--- src/rtl/lsu_access_ctrl_if.sv ---
// L1 data-cache request/ready port between the LSU and the cache.
// master drives the request side, slave answers with ready/rdata.
interface lsu_access_ctrl_if #(
  parameter int ADDR_W = 32
) ();
  logic              dc_req;
  logic              dc_we;
  logic [ADDR_W-1:0] dc_addr;
  logic [3:0]        dc_byte_en;
  logic [31:0]       dc_wdata;
  logic              dc_ready;
  logic [31:0]       dc_rdata;

  modport master (
    output dc_req,
    output dc_we,
    output dc_addr,
    output dc_byte_en,
    output dc_wdata,
    input  dc_ready,
    input  dc_rdata
  );

  modport slave (
    input  dc_req,
    input  dc_we,
    input  dc_addr,
    input  dc_byte_en,
    input  dc_wdata,
    output dc_ready,
    output dc_rdata
  );
endinterface

--- src/rtl/lsu_access_ctrl.sv ---
// MEM-stage load/store sequencer onto the L1 D-cache port.
// Splits misaligned accesses into two word beats and extends load data.
module lsu_access_ctrl #(
  parameter int ALLOW_MISALIGNED = 1,
  parameter int ADDR_W           = 32
) (
  input  logic              i_clock,
  input  logic              i_reset,
  input  logic              i_mem_read,
  input  logic              i_mem_write,
  input  logic [2:0]        i_funct3,
  input  logic [ADDR_W-1:0] i_addr,
  input  logic [31:0]       i_wdata,
  output logic              o_stall,
  output logic              o_done,
  output logic [31:0]       o_load_data,
  output logic              o_misalign_exc,
  lsu_access_ctrl_if.master io_dc
);

  localparam bit LP_SPLIT_OK = (ALLOW_MISALIGNED != 0);

  typedef enum logic [1:0] {
    S_IDLE,
    S_BEAT0,
    S_BEAT1,
    S_DONE
  } state_t;

  state_t            r_state;
  logic [2:0]        r_f3;
  logic [1:0]        r_off;
  logic              r_split;
  logic              r_we;
  logic [3:0]        r_be_hi;
  logic [31:0]       r_wd_hi;
  logic [31:0]       r_lo;
  logic              r_req;
  logic              r_dc_we;
  logic [ADDR_W-1:0] r_dc_addr;
  logic [3:0]        r_be;
  logic [31:0]       r_dc_wdata;
  logic              r_done;
  logic              r_exc;
  logic [31:0]       r_load;

  logic              w_start;
  logic              w_we;
  logic [1:0]        w_off;
  logic              w_is_b;
  logic              w_is_h;
  logic              w_is_w;
  logic [3:0]        w_mask;
  logic              w_split;
  logic [7:0]        w_be8;
  logic [63:0]       w_wd64;
  logic [ADDR_W-1:0] w_waddr;
  logic              w_in_b1;
  logic [31:0]       w_hi;
  logic [31:0]       w_lo;
  logic [31:0]       w_r;
  logic [31:0]       w_ext;

  assign w_start = i_mem_read | i_mem_write;
  assign w_we    = i_mem_write & ~i_mem_read;
  assign w_off   = i_addr[1:0];
  assign w_is_b  = (i_funct3[1:0] == 2'b00);
  assign w_is_h  = (i_funct3[1:0] == 2'b01);
  assign w_is_w  = ~w_is_b & ~w_is_h;

  always_comb begin
    w_mask = 4'b1111;
    unique case (1'b1)
      w_is_b:  w_mask = 4'b0001;
      w_is_h:  w_mask = 4'b0011;
      default: w_mask = 4'b1111;
    endcase
  end

  assign w_split = (w_is_h & (w_off == 2'd3))
                 | (w_is_w & (w_off != 2'd0));

  // Upper halves of the shifted lanes are the second-beat values
  assign w_be8   = {4'b0000, w_mask} << w_off;
  assign w_wd64  = {32'h0, i_wdata} << {w_off, 3'b000};
  assign w_waddr = {i_addr[ADDR_W-1:2], 2'b00};

  assign w_in_b1 = (r_state == S_BEAT1);
  assign w_hi    = w_in_b1 ? io_dc.dc_rdata : 32'h0;
  assign w_lo    = w_in_b1 ? r_lo : io_dc.dc_rdata;
  assign w_r     = 32'({w_hi, w_lo} >> {r_off, 3'b000});

  always_comb begin
    w_ext = w_r;
    case (r_f3)
      3'b000:  w_ext = {{24{w_r[7]}}, w_r[7:0]};
      3'b100:  w_ext = {24'h0, w_r[7:0]};
      3'b001:  w_ext = {{16{w_r[15]}}, w_r[15:0]};
      3'b101:  w_ext = {16'h0, w_r[15:0]};
      default: w_ext = w_r;
    endcase
  end

  always_ff @(posedge i_clock) begin
    if (!i_reset) begin
      r_state    <= S_IDLE;
      r_f3       <= '0;
      r_off      <= '0;
      r_split    <= 1'b0;
      r_we       <= 1'b0;
      r_be_hi    <= '0;
      r_wd_hi    <= '0;
      r_lo       <= '0;
      r_req      <= 1'b0;
      r_dc_we    <= 1'b0;
      r_dc_addr  <= '0;
      r_be       <= '0;
      r_dc_wdata <= '0;
      r_done     <= 1'b0;
      r_exc      <= 1'b0;
      r_load     <= '0;
    end else begin
      r_done <= 1'b0;
      r_exc  <= 1'b0;
      unique case (r_state)
        S_IDLE: begin
          if (w_start) begin
            r_f3    <= i_funct3;
            r_off   <= w_off;
            r_split <= w_split;
            r_we    <= w_we;
            r_be_hi <= w_be8[7:4];
            r_wd_hi <= w_wd64[63:32];
            if (w_split && !LP_SPLIT_OK) begin
              r_state <= S_DONE;
              r_done  <= 1'b1;
              r_exc   <= 1'b1;
            end else begin
              r_state    <= S_BEAT0;
              r_req      <= 1'b1;
              r_dc_we    <= w_we;
              r_dc_addr  <= w_waddr;
              r_be       <= w_be8[3:0];
              r_dc_wdata <= w_wd64[31:0];
            end
          end
        end
        S_BEAT0: begin
          if (io_dc.dc_ready) begin
            r_lo <= io_dc.dc_rdata;
            if (r_split) begin
              r_state    <= S_BEAT1;
              r_dc_addr  <= r_dc_addr + ADDR_W'(4);
              r_be       <= r_be_hi;
              r_dc_wdata <= r_wd_hi;
            end else begin
              r_state <= S_DONE;
              r_done  <= 1'b1;
              r_req   <= 1'b0;
              r_dc_we <= 1'b0;
              if (!r_we) r_load <= w_ext;
            end
          end
        end
        S_BEAT1: begin
          if (io_dc.dc_ready) begin
            r_state <= S_DONE;
            r_done  <= 1'b1;
            r_req   <= 1'b0;
            r_dc_we <= 1'b0;
            if (!r_we) r_load <= w_ext;
          end
        end
        S_DONE:  r_state <= S_IDLE;
        default: r_state <= S_IDLE;
      endcase
    end
  end

  // Same instruction is still in MEM during DONE, so no stall there
  assign o_stall = i_reset & (((r_state == S_IDLE) & w_start)
                 | (r_state == S_BEAT0)
                 | (r_state == S_BEAT1));

  assign o_done           = r_done;
  assign o_misalign_exc   = r_exc;
  assign o_load_data      = r_load;
  assign io_dc.dc_req     = r_req;
  assign io_dc.dc_we      = r_dc_we;
  assign io_dc.dc_addr    = r_dc_addr;
  assign io_dc.dc_byte_en = r_be;
  assign io_dc.dc_wdata   = r_dc_wdata;

endmodule
--- src/flat_wrapper.sv ---
// flat-port wrapper written by rule: the top's interface ports become plain ports
module lsu_access_ctrl_flat 
#(
  parameter int ALLOW_MISALIGNED = 1,
  parameter int ADDR_W           = 32
)
  (i_clock, i_reset, i_mem_read, i_mem_write, i_funct3, i_addr, i_wdata, o_stall, o_done, o_load_data, o_misalign_exc, io_dc_dc_req, io_dc_dc_we, io_dc_dc_addr, io_dc_dc_byte_en, io_dc_dc_wdata, io_dc_dc_ready, io_dc_dc_rdata);
  lsu_access_ctrl_if #(.ADDR_W(ADDR_W)) io_dc_i ();
  input  logic i_clock;
  input  logic i_reset;
  input  logic i_mem_read;
  input  logic i_mem_write;
  input  logic [2:0] i_funct3;
  input  logic [ADDR_W-1:0] i_addr;
  input  logic [31:0] i_wdata;
  output logic o_stall;
  output logic o_done;
  output logic [31:0] o_load_data;
  output logic o_misalign_exc;
  output wire logic [$bits(io_dc_i.dc_req)-1:0] io_dc_dc_req;
  output wire logic [$bits(io_dc_i.dc_we)-1:0] io_dc_dc_we;
  output wire logic [$bits(io_dc_i.dc_addr)-1:0] io_dc_dc_addr;
  output wire logic [$bits(io_dc_i.dc_byte_en)-1:0] io_dc_dc_byte_en;
  output wire logic [$bits(io_dc_i.dc_wdata)-1:0] io_dc_dc_wdata;
  input wire logic [$bits(io_dc_i.dc_ready)-1:0] io_dc_dc_ready;
  input wire logic [$bits(io_dc_i.dc_rdata)-1:0] io_dc_dc_rdata;
  assign io_dc_dc_req = io_dc_i.dc_req;
  assign io_dc_dc_we = io_dc_i.dc_we;
  assign io_dc_dc_addr = io_dc_i.dc_addr;
  assign io_dc_dc_byte_en = io_dc_i.dc_byte_en;
  assign io_dc_dc_wdata = io_dc_i.dc_wdata;
  assign io_dc_i.dc_ready = io_dc_dc_ready;
  assign io_dc_i.dc_rdata = io_dc_dc_rdata;
  lsu_access_ctrl #(.ALLOW_MISALIGNED(ALLOW_MISALIGNED), .ADDR_W(ADDR_W)) u_core (.i_clock(i_clock), .i_reset(i_reset), .i_mem_read(i_mem_read), .i_mem_write(i_mem_write), .i_funct3(i_funct3), .i_addr(i_addr), .i_wdata(i_wdata), .o_stall(o_stall), .o_done(o_done), .o_load_data(o_load_data), .o_misalign_exc(o_misalign_exc), .io_dc(io_dc_i));
endmodule
--- config.mk ---
export PLATFORM = sky130hd
export DESIGN_NAME = lsu_access_ctrl_flat
export DESIGN_NICKNAME = d
export VERILOG_FILES = /design/src/rtl/lsu_access_ctrl_if.sv /design/src/rtl/lsu_access_ctrl.sv /design/src/flat_wrapper.sv
export SDC_FILE = /design/constraint.sdc
export NUM_CORES = 1
export LEC_CHECK = 0
export ABC_AREA = 1
export CORE_UTILIZATION = 35
export CTS_CLUSTER_SIZE = 10
export DETAILED_ROUTE_END_ITERATION = 8
export PLACE_DENSITY = 0.65
export RECOVER_POWER = 25
export SYNTH_ARGS = -nofsm -noshare
export SYNTH_HDL_FRONTEND = slang
export SYNTH_SLANG_ARGS = --single-unit
--- constraint.sdc ---
create_clock -name i_clock -period 5.3 [get_ports i_clock]
set_input_delay 1.06 -clock i_clock [delete_from_list [all_inputs] [get_ports i_clock]]
set_output_delay 1.06 -clock i_clock [all_outputs]
set_load 0.01 [all_outputs]
== Word-level counts from Yosys, hierarchy flattened ==
Index checks and enable logic that the tools add are counted.
Word-level totals
  flip-flop bits (word level): 180
  latch bits: 0
  memory bits (writable): 0
  ROM bits: 0
  output and inout port bits: 105
  memories: 0
Cells by class
  add/sub/neg operators: 1
  multiply operators: 0
  div/mod/pow operators: 0
  order comparisons: 0
  eq/ne operators: 13
  shifts and indexed selects: 3
  multiplexer cells: 37
  bitwise gates (word level): 13
  reductions and logical operators: 13
Operator list (number)
  $mux W32: 12
  $pmux W32 S2: 3
  $pmux W32 S4: 1
  $shl A32 B5 Y64: 1
  $shr A64 B5 Y32: 1
  $add A32 B3 Y32 const B: 1
  $pmux W4 S2: 2
  $mux W4: 3
  $mux W1: 9
  $pmux W2 S4: 1
  $reduce_and A4 Y1: 2
  $shl A4 B2 Y8: 1
  $and A1 B1 Y1: 6
  $eq A2 B2 Y1 const B: 3
  $eq A3 B3 Y1 const B: 2
  $mux W2: 3
  $ne A2 B2 Y1 const B: 3
  $pmux W1 S3: 2
  $reduce_bool A2 Y1: 3
  $reduce_and A5 Y1: 1
  $eq A2 B1 Y1 const B: 2
  $logic_not A2 Y1: 2
  $ne A2 B1 Y1 const B: 2
  $or A1 B1 Y1: 4
  other kinds (7): 10

== Depth between registers and ports, before layout ==
  depth after elaboration: 8
  mapped depth: 14

== Least setup slack after synthesis ==
OpenSTA, ideal clock, no wires.
  kind: input-to-output
  from: input i_mem_read
  to: output o_stall
  data arrival time: 1.835 ns
  data required time: 4.240 ns
  setup slack: 2.405 ns
  cell stages on the path: 5
  buffers on the path: 1
  cells stage by stage: inv_1 nand2_1 nand2_1 clkbuf_1 a31oi_1
On the way
  longest elaborated chain between the ends: 5
RTL lines
  start, declared: line flat_wrapper.sv:11  | input logic i_mem_read;
  $or A1 B1 Y1: line lsu_access_ctrl.sv:64  | assign w_start = i_mem_read | i_mem_write;
  $and A1 B1 Y1: line lsu_access_ctrl.sv:181  | assign o_stall = i_reset & (((r_state == S_IDLE) & w_start)
  $or A1 B1 Y1: line lsu_access_ctrl.sv:182  | | (r_state == S_BEAT0)
  $or A1 B1 Y1: line lsu_access_ctrl.sv:183  | | (r_state == S_BEAT1));
  $and A1 B1 Y1: line lsu_access_ctrl.sv:181
  end, declared: line flat_wrapper.sv:16  | output logic o_stall;
No other way between the ends.

== Final worst setup path ==
  from: input i_reset
  to: register u_core.r_done (netlist: u_core.o_done)
RTL lines
  start, declared: line flat_wrapper.sv:10  | input logic i_reset;
  end signal, assigned: line lsu_access_ctrl.sv:119  | r_done <= 1'b0;
  end signal, assigned: line lsu_access_ctrl.sv:123  | r_done <= 1'b0;
  end signal, assigned: line lsu_access_ctrl.sv:136  | r_done <= 1'b1;
  end, declared: line lsu_access_ctrl.sv:43  | logic r_done;
No word-level cell between the ends.

==> out/summary.txt <==
========================================================================================
Area of the die ...........................................................   0.0278 mm2
Number of I/O port buffers ................................................          205
Final Setup Violations ....................................................            0
Minimum hold slack ........................................................       455 ps
Yosys reg bits ............................................................          169
Synthesized instance count ................................................         1530
Routed WL per cell ........................................................      16.0 um
Multi-input gate area .....................................................  0.00528 mm2
Overall die height ........................................................       167 um
Layout cells sized above 1 ................................................        4.34%
Ordered list of cells on the worst path ................................... buf_2 -> inv_1 -> clkbuf_1 -> a2111oi_0
Largest net degree at the start of global routing .........................           98
Area taken by flip-flops and latches ......................................  0.00338 mm2
Fillers ...................................................................         2718
Status .................................................................... finished with violations
Min-delay worst type ...................................................... register to register
End-of-flow core utilization ..............................................        46.5%
Count of cells resized by post-cts repair .................................            0
Number of library cell types mapped by synthesis ..........................           39
Length of the first detailed-routing pass in iterations ...................            5
Portion of the clock cycle consumed by the worst path in the final layout .        74.9%
Number of placed I/O pins .................................................          209
Timing-limited maximum frequency ..........................................      252 MHz
Total power after layout ..................................................      6.68 mW
Standard cell with the maximum stage delay on the critical path ........... sky130_fd_sc_hd__clkbuf_1
Static Leak ...............................................................      5.10 nW
Syn Area/Cell .............................................................     6.21 um2
Number of endpoints with negative hold slack in the final report ..........            0
VDD IR max ................................................................       267 uV
Pin slew with the least headroom to its limit .............................      3600 ps
Number of DRC markers after the initial detailed-route iteration ..........          912
Yosys warnings ............................................................            0
RePlAce Congestion ........................................................        0.918
Final slew viol count .....................................................          109
Post-route setup TNS ......................................................         0 ps
Count of antenna-violating nets left after detailed routing ...............            0
Area added between synthesis and finish ...................................        28.9%
Setup slack after placement ...............................................      1630 ps
H-tree lvl count ..........................................................            4
Register area share after synthesis .......................................        35.6%
Setup repair after global routing missed its margin .......................           no
Worst skew pair latency ...................................................       430 ps
Required time of the critical path ........................................      5420 ps
Clock root buffer ......................................................... sky130_fd_sc_hd__clkbuf_16
Number of flops mapped to enable cells by yosys ...........................            0
Placeable Area ............................................................   0.0264 mm2
Count of standard-cell rows ...............................................           59
Vias per cell .............................................................         5.17
Clock slew seen by the registers of the worst setup and hold paths ........        70 ps
PnR worst setup slack .....................................................      1330 ps
Most common cell after layout, fill and taps aside ........................ sky130_fd_sc_hd__nand2_1
Biggest fanout along the worst timing path ................................           72
Antenna violations before repair ..........................................            1
Cell area power density ...................................................   546 mW/mm2
Category of the most critical setup path .................................. input pin to register
Wire length of the first global-routing pass ..............................     51000 um
Post-DP HPWL ..............................................................     22700 um
Share of synthesized flip-flops with an asynchronous set or reset .........           0%
Sink Count ................................................................          169
Max-slew headroom at the worst pin ........................................        -140%
Via count of the first global-routing pass ................................         9503
Setup Skew ................................................................      11.2 ps
Violations in the final reports ........................................... capacitance limit, slew limit
Commonest register cell after synthesis ................................... sky130_fd_sc_hd__dfxtp_1
Minimum period implied by the final worst setup slack .....................      3970 ps
Hold buffer count at cts ..................................................            0
Effective utilization at floorplan ........................................        36.1%
Arrival time at the worst endpoint ........................................      4090 ps
GRT overflow ..............................................................            0
Total of max-cap violations ...............................................            2
CTS buffer count ..........................................................           17
CTS tree ..................................................................         done
Nature of the critical path startpoint ....................................    input pin
Count of vias placed by the detailed router ...............................        10440
Top library cells by usage in the layout, fill and taps aside ............. sky130_fd_sc_hd__nand2_1 (450), sky130_fd_sc_hd__nor2_1 (207), sky130_fd_sc_hd__o21ai_0 (178)
Tot GR Track Use ..........................................................        23.1%
Clock Tree Buf Depth ......................................................            2
Final layout net count ....................................................         1782
Post-CTS setup buffer count ...............................................            0
Die width .................................................................       167 um
Stage delay of the slowest cell on the critical path ......................      2550 ps
Worst Setup End Kind ......................................................     register
Summed instance area of the synthesized netlist ...........................  0.00950 mm2
Total wire length after detailed routing ..................................     32400 um
Post-detailed-route DRC marker count ......................................            0
========================================================================================
==> registers in the layout (all words and copies together), names as in the netlist, 3 cells and up <==
name / cells
u_core.io_dc.dc_wdata: 32
u_core.o_load_data: 32
u_core.r_lo: 32
u_core.io_dc.dc_addr: 30
u_core.r_wd_hi: 24
u_core.io_dc.dc_byte_en: 4
u_core.r_be_hi: 3
u_core.r_f3: 3
==> cell families after synthesis <==
family | share of synthesized area, %
other cells | 0.0395
flops | 35.6
buf+inv | 9.00
fa+ha+maj | 0.921
xor+xnor | 0.645
compound gates | 19.4
mux | 0.527
simple gates | 33.9
==> cells in the mapped netlist, drive strengths merged (2+ instances only) <==
cell | n | area, um2
a31oi | 6 | 37.5
nand4 | 3 | 18.8
nor2 | 211 | 817
nand2 | 454 | 1720
buf | 55 | 278
xor2 | 2 | 17.5
and2 | 2 | 12.5
xnor2 | 5 | 43.8
clkinv | 2 | 7.51
a21boi | 2 | 15.0
a21oi | 100 | 500
ha | 7 | 87.6
a211oi | 2 | 15.0
clkbuf | 43 | 161
o221a | 3 | 33.8
nor3 | 10 | 50.1
nand3 | 100 | 500
dfxtp | 169 | 3380
mux2i | 5 | 50.1
o211ai | 21 | 158
inv | 109 | 409
o21a | 13 | 97.6
a221oi | 8 | 70.1
o21ai | 179 | 900
or2 | 15 | 93.9
==> report_power, final <==
part           switching, mW  leakage [nW]  total (mW)  internal, mW
registers              0.372          1.39        2.05          1.68
logic                   2.04          3.42        3.30          1.25
clock network          0.575         0.296        1.33         0.754
==> metal layers <==
layer  routed length (um)  track usage (%)  up-vias
met5                    0                0        -
met4                  937             8.86        0
met3                 1880             3.85       45
met2                15100             37.9      393
met1                14400             30.4     4782
li1                     -                -     5220
==> path summary, 6_finish.rpt <==
check | from | end | slack [ps] | depth (start not counted)
setup reg to reg | u_core.r_state[0]$_SDFFE_PN0P_ | u_core.r_be_hi[0]$_SDFFE_PN0P_ | 1970 | 7
setup / recovery | i_reset | u_core.o_done$_SDFF_PN0_ | 1330 | 4
hold reg to reg | u_core.r_lo[30]$_SDFFE_PN0P_ | u_core.r_lo[30]$_SDFFE_PN0P_ | 460 | 2
hold / removal | u_core.r_lo[30]$_SDFFE_PN0P_ | u_core.r_lo[30]$_SDFFE_PN0P_ | 460 | 2
==> metrics by stage <==
stage | instances | instance area, um2
global placement | 1987 | 11600
CTS | 2018 | 12300
detailed placement | 1987 | 11600
floorplan | 1532 | 9510
finish | 2019 | 12200
global route | 2019 | 12200
==> area by class of cell <==
class	instances	area share (%)
inverter	111	3.40
multi-input combinational	1154	43.1
tap	335	3.42
antenna	1	0.0204
clock buffer	17	3.47
timing repair buffer	218	17.5
clock inverter	14	1.53
sequential	169	27.6
==> critical path, delay by kind of cell <==
family                 cells  cell delay (ps)
AO/OA/AOI/OAI              1              220
buffers and inverters      3             2760
No activity file was read; power rests on OpenSTA's default activity.
